<file path="src/rtl/uart_loader_pkg.sv">
// Shared types for the UART program/data loader.
// CSUM state exists only when UART_LOADER_CSUM_EN is defined.
package uart_loader_pkg;

  typedef enum logic [2:0] {
    IDLE,
    LEN,
    DATA,
`ifdef UART_LOADER_CSUM_EN
    CSUM,
`endif
    DONE
  } state_t;

  localparam logic [7:0] SYNC_DEFAULT = 8'hA5;

  function automatic int WORD_W(input int wordBytes);
    return 8 * wordBytes;
  endfunction

endpackage

</file>
<file path="src/rtl/uart_rx_loader_if.sv">
// Receiver-side byte stream and memory write port of the loader.
// Signal set is the same with or without UART_LOADER_CSUM_EN.
interface uart_rx_loader_if #(
  parameter int ADDR_W     = 8,
  parameter int WORD_BYTES = 2
);
  logic                    rx_data_ready;
  logic [7:0]              rx_data;
  logic                    rx_endofpacket;
  logic                    mem_we;
  logic [ADDR_W-1:0]       mem_addr;
  logic [8*WORD_BYTES-1:0] mem_wdata;
  logic                    busy;
  logic                    load_done;
  logic                    load_error;

  modport master (
    output rx_data_ready, rx_data, rx_endofpacket,
    input  mem_we, mem_addr, mem_wdata,
    input  busy, load_done, load_error
  );

  modport slave (
    input  rx_data_ready, rx_data, rx_endofpacket,
    output mem_we, mem_addr, mem_wdata,
    output busy, load_done, load_error
  );
endinterface

</file>
<file path="src/rtl/uart_rx_loader_byte_packer.sv">
// MSB-first byte-to-word packer with registered word strobe.
// Independent of UART_LOADER_CSUM_EN.
module byte_packer
  import uart_loader_pkg::*;
#(
  parameter  int WORD_BYTES = 2,
  localparam int W = WORD_W(WORD_BYTES)
) (
  input  logic         clk,
  input  logic         rst,
  input  logic         clear,
  input  logic         byteValid,
  input  logic [7:0]   byteIn,
  output logic         wordEnd,
  output logic         wordValid,
  output logic [W-1:0] word
);
  logic [7:0]   cnt;
  logic [W-1:0] sh;
  logic [W-1:0] shNext;

  assign wordEnd = byteValid && cnt == 8'(WORD_BYTES - 1);
  assign shNext  = (sh << 8) | W'(byteIn);

  always_ff @(posedge clk or posedge rst) begin
    if (rst) begin
      cnt       <= 8'd0;
      sh        <= '0;
      wordValid <= 1'b0;
      word      <= '0;
    end else begin
      wordValid <= wordEnd;
      if (clear) begin
        cnt <= 8'd0;
        sh  <= '0;
      end else if (byteValid) begin
        sh  <= shNext;
        cnt <= wordEnd ? 8'd0 : cnt + 8'd1;
      end
      // word holds steady between strobes
      if (wordEnd) word <= shNext;
    end
  end
endmodule

</file>
<file path="src/rtl/uart_rx_loader.sv">
// Framed UART loader: SYNC, N, N words, optional XOR checksum.
// Checksum stage is built only when UART_LOADER_CSUM_EN is defined.
module uart_rx_loader
  import uart_loader_pkg::*;
#(
  parameter int         ADDR_W     = 8,
  parameter int         WORD_BYTES = 2,
  parameter logic [7:0] SYNC_BYTE  = SYNC_DEFAULT
) (
  input logic             clk,
  input logic             rst,
  uart_rx_loader_if.slave bus
);
  localparam int W = WORD_W(WORD_BYTES);

  state_t            state;
  state_t            stateNext;
  logic [7:0]        len;
  logic [7:0]        wordCnt;
  logic [ADDR_W-1:0] addr;
  logic              errReg;
  logic              accept;
  logic              isSync;
  logic              syncGo;
  logic              inFrame;
  logic              abortGo;
  logic              byteValid;
  logic              lastWord;
  logic              wordEnd;
  logic              wordValid;
  logic [W-1:0]      word;
  logic              inCsum;
  logic              csumBad;

  // abort beats a coincident byte
  assign accept    = bus.rx_data_ready && !bus.rx_endofpacket;
  assign isSync    = accept && bus.rx_data == SYNC_BYTE;
  assign syncGo    = isSync && (state == IDLE || state == DONE);
  assign inFrame   = state == LEN || state == DATA || inCsum;
  assign abortGo   = inFrame && bus.rx_endofpacket;
  assign byteValid = state == DATA && accept;
  assign lastWord  = wordEnd && wordCnt == len - 8'd1;

`ifdef UART_LOADER_CSUM_EN
  localparam state_t AFTER_DATA = CSUM;
  logic [7:0] csum;
  assign inCsum  = state == CSUM;
  assign csumBad = inCsum && accept && bus.rx_data != csum;

  always_ff @(posedge clk or posedge rst) begin
    if (rst)            csum <= 8'd0;
    else if (syncGo)    csum <= 8'd0;
    else if (byteValid) csum <= csum ^ bus.rx_data;
  end
`else
  localparam state_t AFTER_DATA = DONE;
  assign inCsum  = 1'b0;
  assign csumBad = 1'b0;
`endif

  byte_packer #(.WORD_BYTES(WORD_BYTES)) packer (
    .clk       (clk),
    .rst       (rst),
    .clear     (state != DATA),
    .byteValid (byteValid),
    .byteIn    (bus.rx_data),
    .wordEnd   (wordEnd),
    .wordValid (wordValid),
    .word      (word)
  );

  always_ff @(posedge clk or posedge rst) begin
    if (rst) state <= IDLE;
    else     state <= stateNext;
  end

  // DONE also listens for SYNC so a following frame is not lost
  always_comb begin
    stateNext = state;
    unique case (state)
      IDLE: if (isSync) stateNext = LEN;
      LEN: begin
        if (bus.rx_endofpacket) stateNext = IDLE;
        else if (accept)
          stateNext = (bus.rx_data == 8'd0) ? AFTER_DATA : DATA;
      end
      DATA: begin
        if (bus.rx_endofpacket) stateNext = IDLE;
        else if (lastWord)      stateNext = AFTER_DATA;
      end
`ifdef UART_LOADER_CSUM_EN
      CSUM: begin
        if (bus.rx_endofpacket) stateNext = IDLE;
        else if (accept)        stateNext = csumBad ? IDLE : DONE;
      end
`endif
      DONE:    stateNext = isSync ? LEN : IDLE;
      default: stateNext = IDLE;
    endcase
  end

  always_comb begin
    bus.busy      = 1'b0;
    bus.load_done = 1'b0;
    unique case (state)
      LEN, DATA: bus.busy = 1'b1;
`ifdef UART_LOADER_CSUM_EN
      CSUM: bus.busy = 1'b1;
`endif
      DONE:    bus.load_done = 1'b1;
      default: ;
    endcase
  end

  always_ff @(posedge clk or posedge rst) begin
    if (rst) begin
      len     <= 8'd0;
      wordCnt <= 8'd0;
      addr    <= '0;
      errReg  <= 1'b0;
    end else begin
      if (state == LEN && accept) len <= bus.rx_data;
      if (syncGo) begin
        wordCnt <= 8'd0;
        addr    <= '0;
      end else begin
        if (wordEnd)   wordCnt <= wordCnt + 8'd1;
        if (wordValid) addr    <= addr + 1'b1;
      end
      if (syncGo)                  errReg <= 1'b0;
      else if (abortGo || csumBad) errReg <= 1'b1;
    end
  end

  assign bus.mem_we     = wordValid;
  assign bus.mem_addr   = addr;
  assign bus.mem_wdata  = word;
  assign bus.load_error = errReg;
endmodule

</file>
<file path="src/flat_wrapper.sv">
// flat-port wrapper written by rule: the top's interface ports become plain ports
module uart_rx_loader_flat import uart_loader_pkg::*;
#(
  parameter int         ADDR_W     = 8,
  parameter int         WORD_BYTES = 2,
  parameter logic [7:0] SYNC_BYTE  = SYNC_DEFAULT
)
  (clk, rst, bus_rx_data_ready, bus_rx_data, bus_rx_endofpacket, bus_mem_we, bus_mem_addr, bus_mem_wdata, bus_busy, bus_load_done, bus_load_error);
  uart_rx_loader_if #(.ADDR_W(ADDR_W), .WORD_BYTES(WORD_BYTES)) bus_i ();
  input logic clk;
  input logic rst;
  input wire logic [$bits(bus_i.rx_data_ready)-1:0] bus_rx_data_ready;
  input wire logic [$bits(bus_i.rx_data)-1:0] bus_rx_data;
  input wire logic [$bits(bus_i.rx_endofpacket)-1:0] bus_rx_endofpacket;
  output wire logic [$bits(bus_i.mem_we)-1:0] bus_mem_we;
  output wire logic [$bits(bus_i.mem_addr)-1:0] bus_mem_addr;
  output wire logic [$bits(bus_i.mem_wdata)-1:0] bus_mem_wdata;
  output wire logic [$bits(bus_i.busy)-1:0] bus_busy;
  output wire logic [$bits(bus_i.load_done)-1:0] bus_load_done;
  output wire logic [$bits(bus_i.load_error)-1:0] bus_load_error;
  assign bus_i.rx_data_ready = bus_rx_data_ready;
  assign bus_i.rx_data = bus_rx_data;
  assign bus_i.rx_endofpacket = bus_rx_endofpacket;
  assign bus_mem_we = bus_i.mem_we;
  assign bus_mem_addr = bus_i.mem_addr;
  assign bus_mem_wdata = bus_i.mem_wdata;
  assign bus_busy = bus_i.busy;
  assign bus_load_done = bus_i.load_done;
  assign bus_load_error = bus_i.load_error;
  uart_rx_loader #(.ADDR_W(ADDR_W), .WORD_BYTES(WORD_BYTES), .SYNC_BYTE(SYNC_BYTE)) u_core (.clk(clk), .rst(rst), .bus(bus_i));
endmodule
</file>
<file path="config.mk">
export PLATFORM = sky130hd
export DESIGN_NAME = uart_rx_loader_flat
export DESIGN_NICKNAME = d
export VERILOG_FILES = /design/src/rtl/uart_loader_pkg.sv /design/src/rtl/uart_rx_loader_if.sv /design/src/rtl/uart_rx_loader_byte_packer.sv /design/src/rtl/uart_rx_loader.sv /design/src/flat_wrapper.sv
export SDC_FILE = /design/constraint.sdc
export NUM_CORES = 1
export LEC_CHECK = 0
export CORE_MARGIN = 2
export CORE_UTILIZATION = 50
export DETAILED_ROUTE_END_ITERATION = 16
export GPL_ROUTABILITY_DRIVEN = 0
export PLACE_DENSITY = 0.74
export SETUP_SLACK_MARGIN = 0.15
export SYNTH_ARGS = -nofsm -noshare
export SYNTH_HDL_FRONTEND = slang
export SYNTH_SLANG_ARGS = --single-unit
</file>
<file path="constraint.sdc">
create_clock -name clk -period 4.1 [get_ports clk]
set_clock_uncertainty 0.05 [all_clocks]
set_input_delay 0.82 -clock clk [delete_from_list [all_inputs] [get_ports clk]]
set_output_delay 0.82 -clock clk [all_outputs]
set_load 0.02 [all_outputs]
</file>
# ---- After elaboration in Yosys (flattened, before gate mapping)
# Cells that the tools add are included.
dict set report op_classes {
  reduce_logical 19
  addsub 4
  n_eq_ne 10
  muxes 21
  order_cmp 0
  div_mod_pow 0
  bitwise 1
  shift 0
  n_mul 0
}
# op count
set ops {}
lappend ops {{two-way mux 8 bit} 9}
lappend ops {{adder 8 x 1 -> 8 bit, second input constant} 3}
lappend ops {{OR 16 x 8 -> 16 bit} 1}
lappend ops {{two-way mux 3 bit} 5}
lappend ops {{case mux 3 bit (4 select lines)} 1}
lappend ops {{!= test 3 x 2 -> 1 bit, second input constant} 3}
lappend ops {{equality test 8 x 1 -> 1 bit, second input constant} 1}
lappend ops {{equality test 8 bit} 1}
lappend ops {{equality test 8 bit, second input constant} 1}
lappend ops {{logical AND 1 bit} 8}
lappend ops {{zero test 8 bit} 1}
lappend ops {{nonzero test 2 bit} 4}
lappend ops {{subtractor 8 x 1 -> 8 bit, second input constant} 1}
lappend ops {{equality test 3 x 2 -> 1 bit, second input constant} 2}
lappend ops {{two-way mux 1 bit} 6}
lappend ops {{equality test 3 x 1 -> 1 bit, second input constant} 1}
lappend ops {{zero test 3 bit} 1}
lappend ops {{AND reduction 3 bit} 1}
lappend ops {{logical OR 1 bit} 2}
lappend ops {{!= test 2 x 1 -> 1 bit, second input constant} 1}
lappend ops {{OR reduction 2 bit} 1}
lappend ops {{zero test 1 bit} 1}
dict set report totals {
  romBits 0
  mem_count 0
  ff_bits 61
  output_inout_bits 28
  latch_bits 0
  ramBits 0
  wordCells 64
}

# ---- Longest topological paths before layout
dict set report logic_depth {
  word_depth 8
  mapped_depth 10
  mapped_depth_nobuf 9
}

# ---- Modules after synthesis
# A second synthesis with hierarchy kept.
dict set report unflattened {
  hier_cells 273
  hier_area_um2 3047.9
}
# mod cells_each area_per_inst_um2 instances
set by_module_without_submodules {}
lappend by_module_without_submodules {uart_rx_loader 165 1606.5 1}
lappend by_module_without_submodules {byte_packer 108 1441.4 1}

# ---- Least setup slack after synthesis
# OpenSTA, ideal clock, no wires.
dict set report synth_path {
  path_kind {reg2reg}
  start {reg u_core.state[0]}
  end {reg u_core.wordCnt[6]}
  path_buffers 1
  path_slack_ps 1603
  setup_time_ps 132
  path_stages_with_launch 11
  arrival_ps 2315
  period_less_slack_ps 2497
  path_cell_list {dfrtp_1 -> inv_1 -> ha_1 -> clkbuf_1 -> clkinv_1 -> or4_4 -> clkinv_2 -> nand2_1 -> or3_1 -> xnor2_1 -> nor2_1}
}
dict set report synth_between {
  elab_chain_cells 4
  elab_cells_between_ends 9
  cone_classes {eq/ne (2); mux (1); reduce/logical (6)}
}
# element line
set synth_rtl {}
lappend synth_rtl {{start, declared} uart_rx_loader.sv:16} ;# state_t state;
lappend synth_rtl {{start signal, assigned} uart_rx_loader.sv:74} ;# else state <= stateNext;
lappend synth_rtl {{equality test 3 x 2 -> 1 bit (tied with other cells)} uart_rx_loader.sv:38} ;# assign syncGo = isSync && (state == IDLE || state == DONE);
lappend synth_rtl {{logical OR 1 bit or logical AND 1 bit (tied branches)} {uart_rx_loader.sv:38, uart_rx_loader.sv:41}}
lappend synth_rtl {{logical AND 1 bit (on tied branches)} {uart_rx_loader.sv:38, uart_rx_loader_byte_packer.sv:22}}
lappend synth_rtl {{two-way mux 8 bit or nonzero test 2 bit (tied branches)} n/a}
lappend synth_rtl {{end signal, assigned} uart_rx_loader.sv:127} ;# if (wordEnd) wordCnt <= wordCnt + 8'd1;
lappend synth_rtl {{end, declared} uart_rx_loader.sv:19} ;# logic [7:0] wordCnt;
# Several ways; a longest one is shown, not always the timed one.
# A chain may end at the register's enable or synchronous reset.

# ---- Worst setup path in the final report
# Ends and elaborated chain as after synthesis.

==> reports/results.tsv <==
metric	value	unit
status	finished, final reports clean	
Die Width	81.1	um
# setup viols final	0	
vias in the first global route	2249	
placed instance count	420	
main combinational cell family by area after synthesis	simple AND/OR/NAND/NOR gates	
CP Cell Sequence	inv_1, ha_1, clkinv_1, or4_4, clkinv_2, nand2_1, or3_1, xnor2_1, nor2_1	
GRT overflow	0	
largest net degree at the start of global routing	30	
top cells by area, synth	dfrtp_1 51%, nand2_1 9.7%, ha_1 3.8%, xor2_1 3.5%, xnor2_1 3.2%	
worst-skew pair later-pin latency	0.34	ns
post-cts resize count	0	
most common cell after layout, fill and taps aside	nand2_1	
Slew HR	48.3	%
compound-gate portion of the synthesized area	8.18	%
commonest non-fill, non-tap cells in the layout	77 x nand2_1, 60 x dfrtp_1, 39 x clkdlybuf4s50_1	
min-delay worst type	register to register	
max-slew violation count	0	
synth-to-layout area growth	25.2	%
Post-synth top flop	dfrtp_1	
count of cell types in the netlist	45	
initial antenna violation count	0	
first-pass GRT wire length	10800	um
slowest CP cell	or4_4	
f_max	0.329	GHz
Peak VDD IR	0.000339	V
Syn Area/Cell	9.58	um^2
RSZ-0062 raised after global routing	no	
Max Cap Viol	0	
Ys Warns	0	
Crit Path Category	register to register	
post-layout util	63.9	%
Synth top area share	50.6	%
first drt pass iteration count	4	
Seq pwr share	36.6	%
Final ANT Viol Nets	0	
Synth Area in Simple Gates	23.9	%
Initial DRC Count	66	
Nets	377	
Startpoint Class	register	
Row Count	28	
Clock transition at path regs	0.07	ns
via count	2358	
crit path DAT	3.22	ns
minimum clock period	3.04	ns
Synth Area in XOR/XNOR	6.78	%
share of layout cells above drive strength 1	10.5	%
total CTS buffers	9	
# DRC	0	
Crit Path Max Fanout	22	
Via density	5.41	
Synth area leader	dfrtp_1	
Die Y	81.1	um
Port Buffers	39	
setup_tns	0	ns
number of synthesized flops with an enable pin	0	
net count after synthesis	331	
PD cells	642	nW/um^2
Final Non-Filler Cells	436	
Worst Path Required	4.28	ns
NetSw	809	uW
Crit path largest cell delay	0.75	ns
final WL	6400	um
Ant. Diodes	0	
Hold Buf Count CTS	0	
Mapped Cells	310	
post-synthesis sequential area ratio	50.6	%
H-tree levels	3	
logic gate share of total power	33.6	%
worst hold margin	0.412	ns
Worst setup EP type	register	
Int Pwr	1.58	mW
clock buffer depth	2	
switch share	33.9	%
CTS tree	done	
fin crit share	74.2	%
CTS sink cnt	60	
Synth Area in Adders	3.79	%
Synth async-reset ratio	100	%
clock share of power	29.8	%
Hold Vio Cnt, Final	0	
Worst-Margin Slew	0.772	ns
CORE AREA	5820	um^2
area of the mapped netlist	2970	um^2
I/O pin count	40	
setup repair bufs after CTS	0	
Wirelength per Cell	14.7	um
post-synthesis register bit count	60	
CTS root buffer	clkbuf_8	
Final HPWL DP	4450	um
LEAKAGE	1.66	nW
GRT Util Overall	22.0	%
post-synthesis mux area share	4.05	%
die area	6570	um^2
Initial Utilization	51.1	%
fillers	491	
-- path summary, 6_finish.rpt --
| check | from | endpoint | slack [ns] | cells past startpoint |
|---|---|---|---|---|
| worst min-delay path | u_core.packer.sh[7] | u_core.packer.word[15] | 0.41 | 2 |
| min in group asynchronous | rst | u_core.packer.word[3] | 0.83 | 2 |
| worst min register to register | u_core.packer.sh[7] | u_core.packer.word[15] | 0.41 | 2 |
| max in group asynchronous | rst | u_core.len[2] | 2.51 | 3 |
| worst max-delay path | u_core.state[0] | u_core.wordCnt[6] | 1.06 | 9 |
| worst max register to register | u_core.state[0] | u_core.wordCnt[6] | 1.06 | 9 |
-- cell usage after synthesis (2+ instances only) --
cell type / n
a21oi_1: 12
a311oi_1: 2
and3_1: 7
buf_2: 2
clkbuf_1: 6
dfrtp_1: 60
ha_1: 9
inv_1: 8
mux2_2: 8
mux2i_1: 3
nand2_1: 77
nand2b_1: 5
nand3_1: 7
nand4_1: 4
nor2_1: 24
nor2b_1: 4
nor3b_1: 2
nor4_1: 4
nor4_4: 2
o21ai_0: 14
o311ai_0: 2
or2_2: 2
or3_1: 3
xnor2_1: 11
xor2_1: 12
-- cell families after synthesis --
logic type                 Yosys count
DFF                                 60
AOI/OAI and AO/OA                   40
muxes                               11
and+or+nand+nor                    148
xor gates and xnor gates            23
buffers and inverters               19
adders and majority gates            9
-- flip-flops by register name, indices dropped and copies added (netlist names) --
signal,cells
u_core.len,8
u_core.wordCnt,8
u_core.bus.mem_addr,8
u_core.packer.wordValid,1
u_core.packer.cnt,8
u_core.packer.sh,8
u_core.packer.word,16
u_core.bus.load_error,1
u_core.state,2
-- power by group through the flow --
stage          logic [mW]  registers, mW  clock network [mW]
2_1_floorplan       0.448          0.934                   0
3_3_place_gp        0.780          0.874                   0
3_5_place_dp        0.799          0.882                   0
4_1_cts             0.806          0.873               0.720
5_1_grt             0.883          0.896               0.746
6_report            0.802          0.874               0.711
-- routing by layer --
layer  share of wire [%]  GRT usage, %  vias up
met5                   0             0        -
met2                  50          35.0       50
met3                 3.0          5.67       14
li1                    -             -     1144
met1                  45          28.5     1150
met4                 2.0          9.83        0
-- stage by stage --
step | cell area [um^2] | setup WS [ns] | total power [mW]
finish | 3720 | 1.06 | 2.39
detailed placement | 3450 | 0.705 | 1.68
floorplan | 2970 | 1.60 | 1.38
global placement | 3450 | 0.748 | 1.65
CTS | 3720 | 1.03 | 2.40
global route | 3720 | 0.818 | 2.52
-- worst max-delay path, delay by kind of cell, from the launching register on --
kind,cells,cell delay [ns]
DFF,1,0.43
and+or+nand+nor,4,1.29
buffers and inverters,3,0.69
xor gates and xnor gates,1,0.14
adders and majority gates,1,0.32
-- cell type report --
type                    instances  area [um^2]  share of cell area, %
well taps                      75         93.8                   2.52
flip-flops and latches         60         1500                   40.4
repair buffers                 44          428                   11.5
clock inverters                 7          146                   3.94
inverters                      10         38.8                   1.04
clock buffers                   9          124                   3.33
multi-input cells             231         1390                   37.3
Power figures use the tool's default switching activity.
